--- src/rtl/step_phase_decoder.sv ---
// step_phase_decoder: decodes a stepper coil pattern into steps, position, period and stall status
module step_phase_decoder #(
  parameter int POS_W = 16,
  parameter int TIMEOUT_CYCLES = 50_000_000
) (
  input  logic                    clk,
  input  logic                    resetb,
  input  logic [3:0]              phase_in,
  input  logic                    clear,
  output logic                    step_evt,
  output logic                    step_dir,
  output logic                    step_full,
  output logic signed [POS_W-1:0] position,
  output logic [31:0]             period,
  output logic                    period_valid,
  output logic                    illegal_err,
  output logic                    stalled,
  output logic                    locked
);
  typedef enum logic {UNLOCKED, LOCKED} state_t;
  state_t state, state_nx;
  logic [3:0] s1, s2;
  logic legal, off, do_step, fwd, full, set_err;
  logic [2:0] idx, ref_idx, ref_nx, delta;
  logic [POS_W-1:0] inc;
  logic [31:0] cnt;
  logic first_done;
  // Pattern-to-index lookup on the synchronized coil pattern
  always_comb begin
    legal = 1'b1;
    idx = 3'd0;
    case (s2)
      4'b1000: idx = 3'd0;
      4'b1100: idx = 3'd1;
      4'b0100: idx = 3'd2;
      4'b0110: idx = 3'd3;
      4'b0010: idx = 3'd4;
      4'b0011: idx = 3'd5;
      4'b0001: idx = 3'd6;
      4'b1001: idx = 3'd7;
      default: legal = 1'b0;
    endcase
  end
  assign off = s2 == 4'b0000;
  assign delta = idx - ref_idx;
  assign inc = full ? POS_W'(2) : POS_W'(1);
  assign locked = state == LOCKED;
  assign stalled = locked && cnt >= 32'(TIMEOUT_CYCLES);
  // Two-flop synchronizer for the asynchronous coil pattern
  always_ff @(posedge clk or negedge resetb)
    if (!resetb) begin
      s1 <= 4'b0000;
      s2 <= 4'b0000;
    end else begin
      s1 <= phase_in;
      s2 <= s1;
    end
  // Lock state register
  always_ff @(posedge clk or negedge resetb)
    if (!resetb) state <= UNLOCKED;
    else state <= state_nx;
  // Next-state and step classification from the index delta
  always_comb begin
    state_nx = state;
    ref_nx = ref_idx;
    do_step = 1'b0;
    fwd = 1'b0;
    full = 1'b0;
    set_err = 1'b0;
    if (state == UNLOCKED) begin
      if (legal) begin
        state_nx = LOCKED;
        ref_nx = idx;
      end else set_err = !off;
    end else if (!legal) begin
      state_nx = UNLOCKED;
      set_err = !off;
    end else begin
      ref_nx = idx;
      do_step = delta inside {3'd1, 3'd2, 3'd6, 3'd7};
      fwd = delta inside {3'd1, 3'd2};
      full = delta inside {3'd2, 3'd6};
      set_err = delta inside {3'd3, 3'd4, 3'd5};
    end
  end
  // Step outputs, position, cycle counter, period and sticky error
  always_ff @(posedge clk or negedge resetb)
    if (!resetb) begin
      ref_idx <= 3'd0;
      step_evt <= 1'b0;
      step_dir <= 1'b1;
      step_full <= 1'b0;
      position <= '0;
      cnt <= '0;
      first_done <= 1'b0;
      period <= '0;
      period_valid <= 1'b0;
      illegal_err <= 1'b0;
    end else begin
      ref_idx <= ref_nx;
      step_evt <= do_step;
      if (do_step) begin
        step_dir <= fwd;
        step_full <= full;
      end
      if (clear) position <= '0;
      else if (do_step) position <= fwd ? position + inc : position - inc;
      if (state != LOCKED) cnt <= '0;
      else if (do_step) cnt <= 32'd1;
      else if (cnt != '1) cnt <= cnt + 32'd1;
      if (state != LOCKED) first_done <= 1'b0;
      else if (do_step) first_done <= 1'b1;
      if (do_step && first_done) period <= cnt;
      if (state_nx == UNLOCKED) period_valid <= 1'b0;
      else if (do_step && first_done) period_valid <= 1'b1;
      if (set_err) illegal_err <= 1'b1;
    end
endmodule
--- config.mk ---
export PLATFORM = sky130hd
export DESIGN_NAME = step_phase_decoder
export DESIGN_NICKNAME = d
export VERILOG_FILES = /design/src/rtl/step_phase_decoder.sv
export SDC_FILE = /design/constraint.sdc
export NUM_CORES = 1
export LEC_CHECK = 0
export CORE_MARGIN = 2
export CORE_UTILIZATION = 50
export DETAILED_ROUTE_END_ITERATION = 16
export PLACE_DENSITY_LB_ADDON = 0.3
export RECOVER_POWER = 100
export SLEW_MARGIN = 10
export SYNTH_ARGS = -nofsm -noshare
export SYNTH_HDL_FRONTEND = slang
export SYNTH_SLANG_ARGS = --single-unit
--- constraint.sdc ---
create_clock -name clk -period 3.71 [get_ports clk]
set_clock_uncertainty 0.05 [all_clocks]
set_input_delay 0.371 -clock clk [delete_from_list [all_inputs] [get_ports clk]]
set_output_delay 0.371 -clock clk [all_outputs]
set_load 0.01 [all_outputs]
==> run_results.csv <==
group,metric,value,unit
status,failed_checks,"max-capacitance violations, max-slew violations, negative setup slack",
cells_and_area,nets,600,
route,routed_wl,11200,µm
die,rows,36,
power,vdd_ir_drop_max,0.311,mV
setup_path,crit_path_max_fanout,7,
clocking,max-clock-path-buffers,2,
global_route,grt_max_degree,90,
cells_and_area,fill_cells,764,
cells_and_area,diodes,0,
sta,timing.setup.tns,-0.722,ns
cells_and_area,final-seq-area,0.00245,mm²
synth,yosys.area.top_type,"dfrtp_1",
synth,synth-async-reset-ratio,100,%
die,initial_core_util,51.5,%
clocking,cts_buffers,9,
sta,max_freq,255,MHz
clocking,root_buffer,"clkbuf_8",
setup_path,critPathRequiredTime,3.94,ns
synth,syn_area,0.00503,mm²
global_route,overflow,0,
synth,synth_nets,503,
synth,syn_area_per_cell,10.6,µm²
setup_path,endpoint_kind,"flop",
global_route,grt_antenna_before_repair,0,
placed_design,gp_congestion,0.842,
route,drtAntennaViolNets,0,
route,drc,0,
die,die_x,104,µm
route,drt_iter0_markers,158,
cells_and_area,drive_gt1_share,22.1,%
sta,slew_headroom,-45.4,%
setup_path,cp_common_cell,"ha_4",
worst_hold_path,hp-class,"flop to flop",
route,viasPerCell,5.50,
power,power_density,630,mW/mm²
clocking,cts_tree,"done",
sta,setup_viol,8,
sta,hold_slack,0.303,ns
synth,yosys.cell_count.top_type,"dfrtp_1",
synth,seq_area_frac_synth,48.7,%
synth,ys_top_cells_by_area,"dfrtp_1, mux2_2, xnor2_1",
synth,synth_top_area_share,48.2,%
global_route,grt_pass1_vias,3992,
global_route,grt_pass1_wl,18900,µm
die,chipHeight,104,µm
clocking,clk_pin_slew,0.10,ns
setup_path,cp_slowest_cell,"fa_2",
placed_design,dp_hpwl,7360,µm
route,firstDrtPassIters,4,
run,cap_violations,1,
cells_and_area,multi_input_area,0.00271,mm²
sta,period_share,106,%
setup_path,crit_family,"simple AND/OR/NAND/NOR gates",
die,dieArea,0.0109,mm²
power,p_leak,3.01,nW
clocking,htree_levels,3,
route,vias,3913,
synth,synth.distinct_cells,56,
sta,report.final.slew_viol_count,90,
worst_hold_path,hold_depth,0,
synth,synth_enable_flop_cells,0,
die,ios,62,
synth,synth-seq-cells,98,
route,wl_per_cell,15.7,µm
synth,netlist_top_cells_count,"dfrtp_1, nor2_1, nand2_1",
setup_path,crit_chain,"and2_4 > or3_4 > ha_4 > inv_2 > fa_2 > xor2_1 > nor3_2 > bufinv_8 > ha_4 > nand2_1 > o21ai_2 > nor3_1 > a211o_1 > xnor2_1 > or3_1 > a21oi_1",
cells_and_area,syn_to_final_growth,29.1,%
global_route,grt_use_total,21.4,%
sta,rsz0062_at_grt,"yes",
synth,ys_warn_count,0,
placed_design,io_buffers,61,
setup_path,arrival,4.15,ns
setup_path,max_stage_delay,0.45,ns
setup_path,cp_num_buf_inv,2,
sta,finalHoldViolCount,0,
sta,worstMarginPinSlew,2.18,ns
clocking,insertion_delay,0.37,ns
setup_path,criticalPathCategory,"flop to flop",
clocking,cts_num_sinks,98,
setup_path,reg2reg_depth,16,
setup_path,worstSetupPathDepth,16,
synth,synth_flop_cell,"dfrtp_1",
power,power,4.09,mW
sta,final.min_clock_period,3.91,ns
setup_path,startpoint_type,"flop",
synth,synth_cells,476,
sta,layout_setup_ws,-0.205,ns
die,core_area,0.00977,mm²
status,status,"finished, violations left",
[where the power goes]
group | switching, mW | internal [mW] | leakage (nW)
Clock | 0.377 | 0.334 | 0.104
Sequential | 0.110 | 1.17 | 1.32
Combinational | 0.987 | 1.11 | 1.58
Total | 1.47 | 2.62 | 3.01
[stage by stage]
step | worst slack [ns] | util (%) | cells | cell area (µm²)
4_1_cts | -0.181 | 66.0 | 711 | 6450
2_1_floorplan | -0.127 | - | 476 | 5170
3_3_place_gp | -0.0904 | 62.5 | 689 | 6110
5_1_grt | -0.348 | 66.5 | 711 | 6500
6_report | -0.205 | 66.5 | 711 | 6500
3_5_place_dp | -0.190 | 62.5 | 689 | 6110
[area by class of cell]
type / instances / area share [%]
Timing Repair inverter: 1 / 0.0963
Multi-Input combinational cell: 352 / 41.8
Clock inverter: 5 / 0.943
Sequential cell: 98 / 37.8
Clock buffer: 11 / 2.18
Timing Repair Buffer: 100 / 13.8
Tap cell: 133 / 2.56
Inverter: 11 / 0.886
[cells in the final DEF (no fill, tap or decap), types with 4 or more instances in the layout]
master	Yosys	layout
nand4_1	8	8
mux2i_1	7	7
o21a_1	6	6
dfrtp_1	97	97
a21o_1	4	4
mux2_2	26	26
o21ai_2	0	4
a211oi_1	5	4
and2_1	5	4
nand2_1	44	43
clkbuf_8	0	10
o21ai_0	14	8
xor2_1	15	15
ha_4	0	12
o21ai_1	2	4
buf_4	0	35
mux2_1	6	6
a21boi_0	5	4
inv_1	10	8
nor3_1	7	7
nor4_1	5	4
a21oi_1	22	20
ha_1	18	5
xnor2_1	32	30
dlygate4sd3_1	0	57
nor2_1	55	55
and4_1	4	4
nand3_1	12	12
[path summary, 6_finish.rpt]
path / end / slack (ns) / startpoint
max: position[15] / -0.20 / s2[1]
min: s2[2] / 0.30 / s1[2]
max reg2reg: position[15] / -0.20 / s2[1]
min reg2reg: s2[2] / 0.30 / s1[2]
max in group asynchronous: position[4] / 1.73 / resetb
min in group asynchronous: position[8] / 0.52 / resetb
[logic make-up (layout without fill, tap and decap cells)]
logic type / count (synthesis) / in the layout / synth area share, %
flip-flops: 98 / 98 / 48.7
XOR/XNOR: 47 / 47 / 8.18
adder cells (fa/ha/maj): 20 / 20 / 5.27
multiplexers: 39 / 39 / 8.55
AO/OA/AOI/OAI: 74 / 74 / 9.32
buffers and inverters: 26 / 128 / 2.71
AND/OR/NAND/NOR: 172 / 172 / 17.2
[layer usage]
layer | global-route usage, % | share of wire, %
met3 | 3.26 | 5.1
met5 | 0 | 0
met2 | 34.3 | 48
met1 | 28.8 | 45
met4 | 9.85 | 2.1
[registers in the layout, summed over array words and instances, names as in the netlist]
signal,flops
cnt,32
first_done,1
illegal_err,1
locked,1
period,32
period_valid,1
position,16
ref_idx,3
s1,4
s2,4
step_dir,1
step_evt,1
step_full,1
[repair_timing]
item,in CTS,in global routing
hold buffers,0,0
gates cloned,1,0
pin swaps,15,3
buffers inserted,5,0
resized for setup,17,13
setup endpoints to repair,7,11
Power figures use the tool's default switching activity.
